==> src/rtl/fruit_spawn_scheduler_pkg.sv <==
// Shared types, screen geometry, LFSR constants and spawn defaults for the
// fruit spawn scheduler and the motion / out-of-bound logic around it.
package fruit_spawn_scheduler_pkg;

    typedef enum logic [1:0] {
        ST_IDLE = 2'd0,
        ST_WAIT = 2'd1,
        ST_PICK = 2'd2,
        ST_LOAD = 2'd3
    } sched_state_e;

    // Screen geometry
    localparam int SCREEN_W = 640;
    localparam int SCREEN_H = 480;
    localparam int CENTRE_X = 320;

    // 16-bit Fibonacci LFSR, taps 16,14,13,11 (state bits 15,13,12,10)
    localparam logic [15:0] LFSR_SEED = 16'hACE1;
    localparam logic [15:0] LFSR_TAPS = 16'hB400;

    // Default spawn constants
    localparam int DEF_N_SLOTS      = 4;
    localparam int DEF_SPAWN_FRAMES = 45;
    localparam int DEF_GRACE_FRAMES = 8;
    localparam int DEF_X_MIN        = 64;
    localparam int DEF_INIT_Y       = 440;
    localparam int DEF_TX_BASE      = 200000;
    localparam int DEF_TX_STEP      = 50000;
    localparam int DEF_TY_BASE      = 100000;
    localparam int DEF_TY_STEP      = 25000;

    function automatic logic [15:0] lfsr_next(input logic [15:0] s);
        return {s[14:0], ^(s & LFSR_TAPS)};
    endfunction

    function automatic logic [3:0] popcount8(input logic [7:0] v);
        logic [3:0] n;
        n = 4'd0;
        for (int i = 0; i < 8; i++) begin
            n = n + {3'd0, v[i]};
        end
        return n;
    endfunction

    // Saturating add used by both score counters
    function automatic logic [15:0] sat_add16(input logic [15:0] a, input logic [3:0] b);
        logic [16:0] sum;
        sum = {1'b0, a} + {13'd0, b};
        return sum[16] ? 16'hFFFF : sum[15:0];
    endfunction

endpackage

==> src/rtl/fruit_spawn_scheduler_if.sv <==
// Broadcast spawn bus: one-hot load strobe plus the launch parameters that
// the addressed motion slot captures while its strobe is high.
interface fruit_spawn_scheduler_if #(
    parameter int N_SLOTS = 4
);
    logic [N_SLOTS-1:0] load_o;
    logic [9:0]         posx_o;
    logic [8:0]         posy_o;
    logic [31:0]        tx_o;
    logic [31:0]        ty_o;
    logic               dx_o;
    logic               dy_o;

    modport master (output load_o, posx_o, posy_o, tx_o, ty_o, dx_o, dy_o);
    modport slave  (input  load_o, posx_o, posy_o, tx_o, ty_o, dx_o, dy_o);
endinterface

==> src/rtl/fruit_spawn_scheduler_spawn_lfsr.sv <==
// Free-running 16-bit Fibonacci LFSR; a non-zero seed keeps it off the
// all-zero lock-up state.
module spawn_lfsr
    import fruit_spawn_scheduler_pkg::*;
(
    input  logic        clk,
    input  logic        rst_n,
    output logic [15:0] lfsr_o
);
    logic [15:0] lfsr_r;

    // Advance one step every clock, regardless of scheduler state
    always_ff @(posedge clk or negedge rst_n) begin
        if (!rst_n) begin
            lfsr_r <= LFSR_SEED;
        end else begin
            lfsr_r <= lfsr_next(lfsr_r);
        end
    end

    assign lfsr_o = lfsr_r;
endmodule

==> src/rtl/fruit_spawn_scheduler.sv <==
// Fruit spawn scheduler: periodically launches an object into the lowest
// free motion slot and retires slots on slice (hit) or out-of-bound (miss).
module fruit_spawn_scheduler
    import fruit_spawn_scheduler_pkg::*;
#(
    parameter int N_SLOTS      = DEF_N_SLOTS,
    parameter int SPAWN_FRAMES = DEF_SPAWN_FRAMES,
    parameter int GRACE_FRAMES = DEF_GRACE_FRAMES,
    parameter int X_MIN        = DEF_X_MIN,
    parameter int INIT_Y       = DEF_INIT_Y,
    parameter int TX_BASE      = DEF_TX_BASE,
    parameter int TX_STEP      = DEF_TX_STEP,
    parameter int TY_BASE      = DEF_TY_BASE,
    parameter int TY_STEP      = DEF_TY_STEP
) (
    input  logic                clk,
    input  logic                rst_n,
    input  logic                enable_i,
    input  logic                frame_tick_i,
    input  logic [N_SLOTS-1:0]  oob_i,
    input  logic [N_SLOTS-1:0]  hit_i,
    fruit_spawn_scheduler_if.master bus,
    output logic [N_SLOTS-1:0]  active_o,
    output logic [15:0]         hit_cnt_o,
    output logic [15:0]         miss_cnt_o,
    output logic                stall_o
);
    localparam logic [15:0]        SPAWN_LAST = 16'(SPAWN_FRAMES - 1);
    localparam logic [7:0]         GRACE_INIT = 8'(GRACE_FRAMES);
    localparam logic [N_SLOTS-1:0] ONE_MASK   = N_SLOTS'(1);

    sched_state_e       state_r, state_nxt_s;
    logic [15:0]        frame_cnt_r, frame_cnt_nxt_s;
    logic [15:0]        lfsr_s;
    logic [N_SLOTS-1:0] active_r, free_s, hit_ev_s, miss_ev_s;
    logic [2:0]         low_idx_s, idx_r;
    logic               pick_go_s, load_go_s, stall_go_s;
    logic [9:0]         posx_s;
    logic [31:0]        tx_s, ty_s;
    logic [N_SLOTS-1:0] load_r;
    logic [9:0]         posx_r;
    logic [8:0]         posy_r;
    logic [31:0]        tx_r, ty_r;
    logic               dx_r, dy_r, stall_r;
    logic [15:0]        hit_cnt_r, miss_cnt_r;

    spawn_lfsr u_lfsr (
        .clk    (clk),
        .rst_n  (rst_n),
        .lfsr_o (lfsr_s)
    );

    assign free_s = ~active_r;

    // Lowest free slot index (scan from the top so the lowest wins)
    always_comb begin
        low_idx_s = 3'd0;
        for (int k = N_SLOTS - 1; k >= 0; k--) begin
            if (free_s[k]) begin
                low_idx_s = 3'(k);
            end else begin
                low_idx_s = low_idx_s;
            end
        end
    end

    // Launch parameters derived from the current LFSR value
    always_comb begin
        posx_s = 10'(X_MIN) + {1'b0, lfsr_s[8:0]};
        tx_s   = 32'(TX_BASE) + 32'(lfsr_s[12:9]) * 32'(TX_STEP);
        ty_s   = 32'(TY_BASE) + 32'(lfsr_s[15:13]) * 32'(TY_STEP);
    end

    // FSM state and frame counter registers
    always_ff @(posedge clk or negedge rst_n) begin
        if (!rst_n) begin
            state_r     <= ST_IDLE;
            frame_cnt_r <= 16'd0;
        end else begin
            state_r     <= state_nxt_s;
            frame_cnt_r <= frame_cnt_nxt_s;
        end
    end

    // FSM next state and per-cycle control strobes
    always_comb begin
        state_nxt_s     = state_r;
        frame_cnt_nxt_s = frame_cnt_r;
        pick_go_s       = 1'b0;
        load_go_s       = 1'b0;
        stall_go_s      = 1'b0;
        if (!enable_i) begin
            state_nxt_s     = ST_IDLE;
            frame_cnt_nxt_s = 16'd0;
        end else begin
            case (state_r)
                ST_IDLE: begin
                    state_nxt_s     = ST_WAIT;
                    frame_cnt_nxt_s = 16'd0;
                end
                ST_WAIT: begin
                    if (frame_tick_i) begin
                        if (frame_cnt_r == SPAWN_LAST) begin
                            state_nxt_s = ST_PICK;
                        end else begin
                            frame_cnt_nxt_s = frame_cnt_r + 16'd1;
                        end
                    end else begin
                        frame_cnt_nxt_s = frame_cnt_r;
                    end
                end
                ST_PICK: begin
                    if (free_s == '0) begin
                        // Keep the counter at its last value so the next tick retries
                        stall_go_s      = 1'b1;
                        frame_cnt_nxt_s = SPAWN_LAST;
                        state_nxt_s     = ST_WAIT;
                    end else begin
                        pick_go_s   = 1'b1;
                        state_nxt_s = ST_LOAD;
                    end
                end
                ST_LOAD: begin
                    load_go_s       = 1'b1;
                    frame_cnt_nxt_s = 16'd0;
                    state_nxt_s     = ST_WAIT;
                end
                default: begin
                    state_nxt_s     = ST_IDLE;
                    frame_cnt_nxt_s = 16'd0;
                end
            endcase
        end
    end

    // Spawn bus registers: captured on PICK->LOAD so the strobe is high exactly in LOAD
    always_ff @(posedge clk or negedge rst_n) begin
        if (!rst_n) begin
            load_r  <= '0;
            idx_r   <= 3'd0;
            posx_r  <= 10'd0;
            posy_r  <= 9'd0;
            tx_r    <= 32'd0;
            ty_r    <= 32'd0;
            dx_r    <= 1'b0;
            dy_r    <= 1'b0;
            stall_r <= 1'b0;
        end else begin
            stall_r <= stall_go_s;
            if (pick_go_s) begin
                load_r <= ONE_MASK << low_idx_s;
                idx_r  <= low_idx_s;
                posx_r <= posx_s;
                posy_r <= 9'(INIT_Y);
                tx_r   <= tx_s;
                ty_r   <= ty_s;
                dx_r   <= (posx_s < 10'(CENTRE_X));
                dy_r   <= 1'b0;
            end else begin
                load_r <= '0;
            end
        end
    end

    // Per-slot grace counter and in-flight flag
    for (genvar k = 0; k < N_SLOTS; k++) begin : g_slot
        logic [7:0] grace_r;
        logic       act_r;

        assign hit_ev_s[k]  = hit_i[k] & act_r;
        assign miss_ev_s[k] = oob_i[k] & act_r & (grace_r == 8'd0) & ~hit_i[k];
        assign active_r[k]  = act_r;

        // Arm on load, count grace down on frame ticks, clear on hit or miss
        always_ff @(posedge clk or negedge rst_n) begin
            if (!rst_n) begin
                grace_r <= 8'd0;
                act_r   <= 1'b0;
            end else if (!enable_i) begin
                grace_r <= 8'd0;
                act_r   <= 1'b0;
            end else if (load_go_s && (idx_r == 3'(k))) begin
                grace_r <= GRACE_INIT;
                act_r   <= 1'b1;
            end else begin
                if (frame_tick_i && (grace_r != 8'd0)) begin
                    grace_r <= grace_r - 8'd1;
                end else begin
                    grace_r <= grace_r;
                end
                act_r <= act_r & ~hit_ev_s[k] & ~miss_ev_s[k];
            end
        end
    end

    // Saturating score counters; they only clear on rst_n
    always_ff @(posedge clk or negedge rst_n) begin
        if (!rst_n) begin
            hit_cnt_r  <= 16'd0;
            miss_cnt_r <= 16'd0;
        end else if (enable_i) begin
            hit_cnt_r  <= sat_add16(hit_cnt_r, popcount8(8'(hit_ev_s)));
            miss_cnt_r <= sat_add16(miss_cnt_r, popcount8(8'(miss_ev_s)));
        end else begin
            hit_cnt_r  <= hit_cnt_r;
            miss_cnt_r <= miss_cnt_r;
        end
    end

    assign bus.load_o = load_r;
    assign bus.posx_o = posx_r;
    assign bus.posy_o = posy_r;
    assign bus.tx_o   = tx_r;
    assign bus.ty_o   = ty_r;
    assign bus.dx_o   = dx_r;
    assign bus.dy_o   = dy_r;
    assign active_o   = active_r;
    assign hit_cnt_o  = hit_cnt_r;
    assign miss_cnt_o = miss_cnt_r;
    assign stall_o    = stall_r;
endmodule

==> src/flat_wrapper.sv <==
// flat-port wrapper written by rule: the top's interface ports become plain ports
module fruit_spawn_scheduler_flat import fruit_spawn_scheduler_pkg::*;
#(
    parameter int N_SLOTS      = DEF_N_SLOTS,
    parameter int SPAWN_FRAMES = DEF_SPAWN_FRAMES,
    parameter int GRACE_FRAMES = DEF_GRACE_FRAMES,
    parameter int X_MIN        = DEF_X_MIN,
    parameter int INIT_Y       = DEF_INIT_Y,
    parameter int TX_BASE      = DEF_TX_BASE,
    parameter int TX_STEP      = DEF_TX_STEP,
    parameter int TY_BASE      = DEF_TY_BASE,
    parameter int TY_STEP      = DEF_TY_STEP
)
  (clk, rst_n, enable_i, frame_tick_i, oob_i, hit_i, active_o, hit_cnt_o, miss_cnt_o, stall_o, bus_load_o, bus_posx_o, bus_posy_o, bus_tx_o, bus_ty_o, bus_dx_o, bus_dy_o);
  fruit_spawn_scheduler_if #(.N_SLOTS(N_SLOTS)) bus_i ();
  input  logic clk;
  input  logic rst_n;
  input  logic enable_i;
  input  logic frame_tick_i;
  input  logic [N_SLOTS-1:0] oob_i;
  input  logic [N_SLOTS-1:0] hit_i;
  output logic [N_SLOTS-1:0] active_o;
  output logic [15:0] hit_cnt_o;
  output logic [15:0] miss_cnt_o;
  output logic stall_o;
  output wire logic [$bits(bus_i.load_o)-1:0] bus_load_o;
  output wire logic [$bits(bus_i.posx_o)-1:0] bus_posx_o;
  output wire logic [$bits(bus_i.posy_o)-1:0] bus_posy_o;
  output wire logic [$bits(bus_i.tx_o)-1:0] bus_tx_o;
  output wire logic [$bits(bus_i.ty_o)-1:0] bus_ty_o;
  output wire logic [$bits(bus_i.dx_o)-1:0] bus_dx_o;
  output wire logic [$bits(bus_i.dy_o)-1:0] bus_dy_o;
  assign bus_load_o = bus_i.load_o;
  assign bus_posx_o = bus_i.posx_o;
  assign bus_posy_o = bus_i.posy_o;
  assign bus_tx_o = bus_i.tx_o;
  assign bus_ty_o = bus_i.ty_o;
  assign bus_dx_o = bus_i.dx_o;
  assign bus_dy_o = bus_i.dy_o;
  fruit_spawn_scheduler #(.N_SLOTS(N_SLOTS), .SPAWN_FRAMES(SPAWN_FRAMES), .GRACE_FRAMES(GRACE_FRAMES), .X_MIN(X_MIN), .INIT_Y(INIT_Y), .TX_BASE(TX_BASE), .TX_STEP(TX_STEP), .TY_BASE(TY_BASE), .TY_STEP(TY_STEP)) u_core (.clk(clk), .rst_n(rst_n), .enable_i(enable_i), .frame_tick_i(frame_tick_i), .oob_i(oob_i), .hit_i(hit_i), .bus(bus_i), .active_o(active_o), .hit_cnt_o(hit_cnt_o), .miss_cnt_o(miss_cnt_o), .stall_o(stall_o));
endmodule
==> config.mk <==
export PLATFORM = sky130hd
export DESIGN_NAME = fruit_spawn_scheduler_flat
export DESIGN_NICKNAME = d
export VERILOG_FILES = /design/src/rtl/fruit_spawn_scheduler_pkg.sv /design/src/rtl/fruit_spawn_scheduler_if.sv /design/src/rtl/fruit_spawn_scheduler_spawn_lfsr.sv /design/src/rtl/fruit_spawn_scheduler.sv /design/src/flat_wrapper.sv
export SDC_FILE = /design/constraint.sdc
export NUM_CORES = 1
export LEC_CHECK = 0
export BUFFER_PORTS_ARGS = -buffer_cell sky130_fd_sc_hd__buf_4
export CORE_MARGIN = 1.5
export CORE_UTILIZATION = 50
export DETAILED_ROUTE_END_ITERATION = 10
export PLACE_DENSITY = 0.73
export SYNTH_ARGS = -nofsm -noshare
export SYNTH_HDL_FRONTEND = slang
export SYNTH_HIERARCHICAL = 1
export SYNTH_SLANG_ARGS = --single-unit
==> constraint.sdc <==
create_clock -name clk -period 5 [get_ports clk]
set_input_delay 0.25 -clock clk [delete_from_list [all_inputs] [get_ports clk]]
set_output_delay 0.25 -clock clk [all_outputs]
set_load 0.05 [all_outputs]
# Yosys cells after proc, flatten, opt, wreduce, memory -nomap -nowiden

Index checks and enable logic that the tools add are counted.

Flip-flop bits (word level): 186
Bits of input ports: 12

Eq/ne operators: 15
Shift-type cells: 1
Magnitude comparators: 1
Bitwise gates (word level): 37
Reduce and logical (&&, ||, !) cells: 23
Multiplexer cells: 45
Add/subtract/negate cells: 16
Multipliers: 2

Operator list:

| kind                   | number |
|---|---|
| $mux 16                | 6 |
| $mux 8                 | 12 |
| $pmux 16 s3            | 1 |
| $add 16x4->17          | 2 |
| $logic_not 8->1        | 4 |
| $reduce_bool 8->1      | 4 |
| $sub 8x1->8 const B    | 4 |
| $and 1x1->1            | 24 |
| $add 18x20->21 const A | 1 |
| $add 17x18->19 const A | 1 |
| $add 16x1->16 const B  | 1 |
| $add 4x1->4            | 4 |
| $eq 16x6->1 const B    | 1 |
| $mul 4x12->16 const B  | 1 |
| $mux 1                 | 16 |
| $reduce_xor 16->1      | 1 |
| $mul 3x12->15 const B  | 1 |
| $ne 3x1->1 const B     | 4 |
| $not 1->1              | 12 |
| $add 7x9->10 const A   | 1 |
| $lt 10x9->1 const B    | 1 |
| $mux 2                 | 5 |
| $mux 3                 | 3 |
| $logic_and 1x1->1      | 8 |
| 17 further kinds       | 22 |

# Longest topological paths before layout

Gate-level depths: netlist of the first run.

Word-level depth: 8
Mapped depth: 16
Depth with buffers taken out: 16

# Hierarchy

Netlist of the first run, hierarchy kept.

By module, submodules not included:

| module                | cells an instance | seq. area each (um2) | instances | area an instance (um2) |
|---|---|---|---|---|
| fruit_spawn_scheduler | 855               | 3428.3               | 1         | 7906.3 |
| spawn_lfsr            | 19                | 410.4                | 1         | 436.7 |

# Worst setup path after synthesis of the first run

No wires, ideal clock.

Path type: reg2reg
Start point: register u_core.g_slot[0].grace_r[4]
End point: register u_core.miss_cnt_r[7] (netlist: u_core/miss_cnt_o[7])
Setup slack: 1.176 ns
Path buffers: 1
Data arrival time: 3.742 ns
Stages on the path, launching flop included: 14
Setup time: 0.083 ns
Clock period less this slack: 3.824 ns
Cells stage by stage: dfrtp_1 > nor4_1 > nor4bb_1 > nand4b_1 > fa_1 > fa_1 > inv_1 > fa_1 > nand3_1 > nor3_1 > nand2b_1 > or2_2 > clkbuf_1 > o21ai_0

Word-level cells in the longest chain between the ends: 8

RTL lines:

| what                      | line                            | source |
|---|---|---|
| from (decl)               | fruit_spawn_scheduler.sv:167    | `logic [7:0] grace_r;` |
| from (signal assigned)    | fruit_spawn_scheduler.sv:187    | `grace_r <= grace_r - 8'd1;` |
| from (signal assigned)    | fruit_spawn_scheduler.sv:189    | `grace_r <= grace_r;` |
| $logic_not 8->1           | fruit_spawn_scheduler.sv:171    | `assign miss_ev_s[k] = oob_i[k] & act_r & (grace_r == 8'd0) & ~hit_i[k];` |
| $and 1x1->1 (2 in series) | fruit_spawn_scheduler.sv:171    |  |
| $add 1x1->2               | fruit_spawn_scheduler_pkg.sv:40 | `n = n + {3'd0, v[i]};` |
| $add 4x1->4 (2 in series) | fruit_spawn_scheduler_pkg.sv:40 |  |
| $add 16x4->17             | fruit_spawn_scheduler_pkg.sv:48 | `sum = {1'b0, a} + {13'd0, b};` |
| $mux 16                   | fruit_spawn_scheduler_pkg.sv:49 | `return sum[16] ? 16'hFFFF : sum[15:0];` |
| to (signal assigned)      | fruit_spawn_scheduler.sv:203    | `miss_cnt_r <= sat_add16(miss_cnt_r, popcount8(8'(miss_ev_s)));` |
| to (signal assigned)      | fruit_spawn_scheduler.sv:206    | `miss_cnt_r <= miss_cnt_r;` |
| to (decl)                 | fruit_spawn_scheduler.sv:45     | `logic [15:0] hit_cnt_r, miss_cnt_r;` |

Every way passes these cells.
A chain may end at the register's enable or synchronous reset.

# Final worst setup path of the first run

Start point: register u_core.g_slot[0].grace_r[4]
End point: register u_core.miss_cnt_r[2] (netlist: u_core/miss_cnt_o[2])

Same word-level chain as after synthesis.

==> results of run 1 <==
==> worst register-to-register path, cell delays in order, from the launching register on <==
cell and delay (ns):
dfrtp_1 0.40, nor4_1 0.45, nor4bb_1 0.50, nand4b_1 0.21, fa_1 0.52, fa_1 0.45, inv_1 0.08, fa_1 0.20
nand3_1 0.12, nor3_1 0.50, nand2b_1 0.18, or2_2 0.43, o21ai_0 0.11
==> worst max path at each step <==
stage | startpoint | endpoint | slack (ns) | depth (start not counted)
2_1_floorplan | u_core/g_slot[0].grace_r[4] | u_core/miss_cnt_o[7] | 1.18 | 13
3_3_place_gp | u_core/g_slot[0].grace_r[4] | u_core/miss_cnt_o[13] | 0.89 | 12
3_5_place_dp | u_core/g_slot[0].grace_r[4] | u_core/miss_cnt_o[2] | 0.78 | 12
4_1_cts | u_core/g_slot[0].grace_r[4] | u_core/miss_cnt_o[2] | 0.78 | 12
5_1_grt | u_core/g_slot[0].grace_r[2] | u_core/miss_cnt_o[2] | 0.46 | 12
6_report | u_core/g_slot[0].grace_r[4] | u_core/miss_cnt_o[2] | 0.76 | 12
==> cell families (layout without fill, tap and decap cells) <==
kind of cell	after synthesis	after routing
compound gates	126	126
xor+xnor	84	84
fa+ha+maj	50	50
buf+inv	109	180
flops	153	153
mux	5	5
other cells	1	36
simple gates	346	346
==> per-stage QoR <==
| step | util (%) | total power (W) |
|---|---|---|
| floorplan | - | 0.00246 |
| global placement | 55.4 | 0.00269 |
| detailed placement | 55.4 | 0.00271 |
| CTS | 59.3 | 0.00415 |
| global route | 59.3 | 0.00433 |
| finish | 59.3 | 0.00412 |
==> placed cells by master, fill, tap and decap left out, types with 30 or more instances in the layout <==
| master | count |
|---|---|
| nand3_1 | 30 |
| inv_1 | 44 |
| nor2_1 | 83 |
| xor2_1 | 38 |
| conb_1 | 36 |
| dfrtp_1 | 145 |
| buf_4 | 102 |
| ha_1 | 43 |
| xnor2_1 | 46 |
| nand2_1 | 120 |
| a21oi_1 | 31 |
| o21ai_0 | 44 |
==> power by group through the flow <==
stage                     Combinational (W)  Clock [W]  Sequential, W
after global routing                0.00125    0.00149        0.00159
after global placement              0.00111          0        0.00158
after CTS                           0.00114    0.00144        0.00156
after detailed placement            0.00113          0        0.00158
after floorplan                    0.000703          0        0.00176
final                               0.00114    0.00141        0.00157
==> state kept, by name, summed over array words and instances (netlist names), 10 cells and up <==
| name | flops |
|---|---|
| u_core/bus.tx_o | 17 |
| u_core/bus.posx_o | 10 |
| u_core/u_lfsr/lfsr_o | 16 |
| u_core/g_slot.grace_r | 32 |
| u_core/miss_cnt_o | 16 |
| u_core/bus.ty_o | 15 |
| u_core/frame_cnt_r | 16 |
| u_core/hit_cnt_o | 16 |
==> cell type report <==
class	instances	area (µm²)
Fill cell	1433	6690
Multi-Input combinational cell	647	4060
Sequential cell	153	3840
Timing Repair Buffer	104	787
Clock buffer	21	450
Tap cell	220	275
Clock inverter	11	195
Inverter	44	165
==> per-layer routing <==
metal,GRT usage [%],wire [µm]
met1,28.7,8250
met2,31.9,8130
met3,6.27,1070
met4,5.74,143
met5,0,0
==> results_dict.tcl, run 1 <==
set metrics [dict create \
    reg2reg_from "u_core/g_slot[0].grace_r[4]" \
    fin_cells 1200 \
    ant_nets 0 \
    post-route-period-util_pct 84.8 \
    fin_ws_ns 0.761 \
    synthAdderAreaFrac_pct 8.13 \
    rrSetupSlack_ns 0.76 \
    wirelength_um 17600 \
    combPwrFrac_pct 27.6 \
    post-cts-setup-buffers 0 \
    p_seq_share_pct 38.1 \
    setup_violations 0 \
    path_buf_inv 1 \
    worst_hold_path.num_cells 2 \
    intPower_w 0.00271 \
    grt_overflow 0 \
    dieHeight_um 132 \
    dieWidth_um 132 \
    crit_family "simple AND/OR/NAND/NOR gates" \
    syn_area_um2 8340 \
    synthTopCellsByCount "dfrtp_1, nand2_1, nor2_1" \
    yosysWarnings 6 \
    antenna_found_initial 0 \
    nNetsFinal 1029 \
    clkPwrFrac_pct 34.3 \
    num_vias 6226 \
    synthXorXnorAreaFrac_pct 8.82 \
    insertedDiodeCount 0 \
    synth_top_cell_area_share_pct 43.5 \
    track_usage_pct 20.8 \
    p_leak_nw 4.78 \
    clock_sinks 153 \
    rsz0062_at_grt "no" \
    drv_slew 0 \
    worstMarginPinSlew_ns 1.01 \
    worstPathRequired_ns 5.33 \
    drt_first_pass_iters 5 \
    synth-simple-area-share_pct 20.0 \
    min_to "u_core/state_r[0]" \
    worstHoldStart "frame_tick_i" \
    max_cap_viol_count 0 \
    finClkSkew_ns 0.00904 \
    dieArea_um2 17500 \
    swShare_pct 34.0 \
    cts-root-buf "clkbuf_16" \
    synth_largest_area_cell "dfrtp_1" \
    setup_tns_ns 0 \
    clk_latency_ns 0.42 \
    r2r_cells 12 \
    crit_chain "nor4_1 > nor4bb_1 > nand4b_1 > fa_1 > fa_1 > inv_1 > fa_1 > nand3_1 > nor3_1 > nand2b_1 > or2_2 > o21ai_0" \
    r2r_end "u_core/miss_cnt_o[2]" \
    synth_compound_area_share_pct 9.43 \
    ir_worst_vdd_v 0.000270 \
    cts_tree "built" \
    synth_edf_count 0 \
    worstSetupEndpointType "flop" \
    pwr_density_cell_nw_per_um2 421 \
    finalCriticalPeriod_ns 4.24 \
    first_iter_violations 388 \
    fmax_mhz 236 \
    ctsResizeCount 0 \
    place_area_um2 9120 \
    status "complete, no violations" \
    post_drt_wl_per_cell_um 14.7 \
    grt_pass1_wl_um 29300 \
    slowest_stage "fa_1" \
    via_per_inst 5.19 \
    path_clk_slew_ns 0.06 \
    htree_levels 4 \
    rows 47 \
    synth-seq-cells 153 \
    grt_pass1_vias 6010 \
    synth_top_family_by_area "simple AND/OR/NAND/NOR gates" \
    synth_cell_types 58 \
    cp_max_fo 10 \
    core-area_um2 16500 \
    crit_top_cell "fa_1" \
    worstSetupPathType "reg -> reg" \
    switchingPower_w 0.00140 \
    route.detailed.drc 0 \
    initial_core_util_pct 50.7 \
    cts_inserted_buffers 17 \
    start_kind "flop" \
    arrival_ns 4.57 \
    synth.yosys.seq_area_share_pct 46.0 \
    timing.hold.ws_ns 0.110 \
    yosysMostFrequentCell "dfrtp_1" \
    clockBufferDepth 2 \
    grt_max_degree 103 \
    syn_to_final_growth_pct 17.1 \
    drive_gt1_share_pct 16.0 \
    holdBufCountCts 1 \
    crit_path_max_incr_delay_ns 0.52 \
    synth_area_leaders "dfrtp_1, ha_1, nand2_1" \
    syn-instance-count 874 \
    relSlewSlack_pct 32.6 \
    final_area_um2 9770 \
    hold_viol 0 \
    io_buffer_count 101 \
    hold_class "in -> reg" \
    place_hpwl_um 12300 \
    dp_slack_ns 0.782 \
    synthMuxAreaShare_pct 0.630 \
    synthArstFlopShare_pct 100 \
    syn_avg_cell_area_um2 9.55 \
    place_inst 1167 \
    io_pins 138 \
    synthFlopType "dfrtp_1" \
    gp_congestion 0.867 \
]
Power figures use the tool's default switching activity.
==> run 2, diff against run 1 <==
- PLACE_DENSITY: 0.73 -> 0.76
- clock period: 5 -> 3.8 ns (I/O delays scaled with it)
==> results_dict.tcl, run 2 (same netlist as run 1, synthesis figures left out) <==
set metrics [dict create \
    clockBufferDepth 2 \
    io_buffer_count 101 \
    p_total_w 0.00543 \
    status "complete, no violations" \
    finClkSkew_ns 0.0109 \
    io_pins 138 \
    min_to "u_core/state_r[0]" \
    post-cts-setup-buffers 0 \
    hold_class "in -> reg" \
    worstHoldStart "frame_tick_i" \
    drv_slew 0 \
    cts-root-buf "clkbuf_16" \
    setup_violations 0 \
    post-route-period-util_pct 92.8 \
    worstMarginPinSlew_ns 0.835 \
    track_usage_pct 20.3 \
    cts_inserted_buffers 17 \
    insertedDiodeCount 0 \
    r2r_end "u_core/miss_cnt_o[2]" \
    finalCriticalPeriod_ns 3.52 \
    hold_viol 0 \
    drive_gt1_share_pct 17.5 \
    post_drt_wl_per_cell_um 14.2 \
    fin_util_pct 59.8 \
    r2r_cells 12 \
    cp_max_fo 10 \
    p_leak_nw 4.81 \
    dieWidth_um 132 \
    place_hpwl_um 12000 \
    antenna_found_initial 0 \
    path_clk_slew_ns 0.06 \
    nNetsFinal 1036 \
    dieHeight_um 132 \
    final_common_cell "dfrtp_1" \
    rrSetupSlack_ns 0.28 \
    cts_tree "built" \
    htree_levels 4 \
    largest_reg_flops 32 \
    reg2reg_from "u_core/g_slot[2].grace_r[4]" \
    largest_register "u_core/g_slot.grace_r" \
    core-area_um2 16500 \
    first_iter_violations 341 \
    ant_nets 0 \
    arrival_ns 3.86 \
    setup_tns_ns 0 \
    rows 47 \
    worstSetupEndpointType "flop" \
    max_cap_viol_count 0 \
    syn_to_final_growth_pct 18.1 \
    num-fill-cells 1409 \
    initial_core_util_pct 50.7 \
    via_per_inst 5.21 \
    worstSetupPathType "reg -> reg" \
    worst_hold_path.num_cells 2 \
    rsz0062_at_grt "no" \
    start_kind "flop" \
    clk_latency_ns 0.43 \
    multi_input_area_um2 4130 \
    grt_pass1_wl_um 28900 \
    fmax_mhz 284 \
    grt_overflow 0 \
    wirelength_um 17100 \
    grt_max_degree 80 \
    grt_pass1_vias 6007 \
    route.detailed.drc 0 \
    dieArea_um2 17500 \
    gp_congestion 0.801 \
    drt_first_pass_iters 4 \
    relSlewSlack_pct 44.3 \
    seqCellArea_um2 3840 \
    ir_worst_vdd_v 0.000438 \
    final_cell_mix "dfrtp_1, nand2_1, buf_4" \
    clock_sinks 153 \
    num_vias 6284 \
    worstPathRequired_ns 4.13 \
    pwr_density_cell_nw_per_um2 551 \
]
run 2: cell types whose count changed in the layout (fill, tap and decap cells not counted), moves of 2 or more:
cell       change
inv_6          +9
buf_4          +7
bufinv_16      -3
clkbuf_1       -3
clkinv_4       -2
nor3_1         -2
nor3_2         +2
nor4_1         -2
nor4bb_1       -2
nor4bb_4       +2
run 2: worst max-delay path, cell delays in order (launching register included):
cell,delay (ns)
dfrtp_1,0.43
nor4_4,0.30
nor4bb_4,0.37
nand4b_1,0.15
fa_1,0.48
fa_1,0.46
inv_1,0.08
fa_1,0.21
nand3_1,0.12
nor3_2,0.22
nand2b_1,0.11
or2_2,0.40
o21ai_0,0.12
run 2: through the flow:
step	worst slack, ns	cells	hold slack [ns]	cell area, µm²
after detailed placement	0.0594	1174	0.286	9170
after CTS	0.0456	1207	0.0393	9780
final	0.275	1207	0.0488	9850
after global placement	0.204	1174	0.277	9170
after floorplan	0.0815	909	-0.106	8480
after global routing	0.00179	1207	0.0420	9850
run 2: repair_timing:
action / CTS / global route
setup endpoints to repair: 0 / 17
hold buffers: 1 / 0
hold endpoints to repair: 74 / 0
resized for setup: 0 / 9
run 2: how the worst max path moves through the flow:
stage | start | to | slack (ns) | cells past startpoint
floorplan | u_core/g_slot[0].grace_r[4] | u_core/miss_cnt_o[7] | 0.08 | 13
global placement | u_core/g_slot[2].grace_r[4] | u_core/miss_cnt_o[13] | 0.20 | 12
detailed placement | u_core/g_slot[2].grace_r[4] | u_core/miss_cnt_o[2] | 0.06 | 12
CTS | u_core/g_slot[0].grace_r[4] | u_core/miss_cnt_o[2] | 0.05 | 12
global route | u_core/g_slot[2].grace_r[2] | u_core/miss_cnt_o[4] | 0.002 | 12
finish | u_core/g_slot[2].grace_r[4] | u_core/miss_cnt_o[2] | 0.28 | 12
run 2: report_power, final:
| group | total [W] | switching, W | internal (W) |
|---|---|---|---|
| registers | 0.00209 | 0.000240 | 0.00185 |
| logic | 0.00162 | 0.000975 | 0.000645 |
| clock network | 0.00172 | 0.000725 | 0.000990 |
| total | 0.00543 | 0.00194 | 0.00349 |
run 2: layer usage:
layer	GRT usage (%)	routed length, µm	vias up
met5	0	0	-
met4	5.86	152	0
met3	5.69	906	13
met2	32.4	8220	140
met1	27.1	7820	3037
li1	-	-	3094
run 2: final cells by class:
class,instances,area share (%)
well taps,220,2.79
repair buffers,111,8.52
clock buffers,17,4.32
inverters,44,1.68
flip-flops and latches,153,39.0
clock inverters,15,1.75
multi-input cells,647,42.0
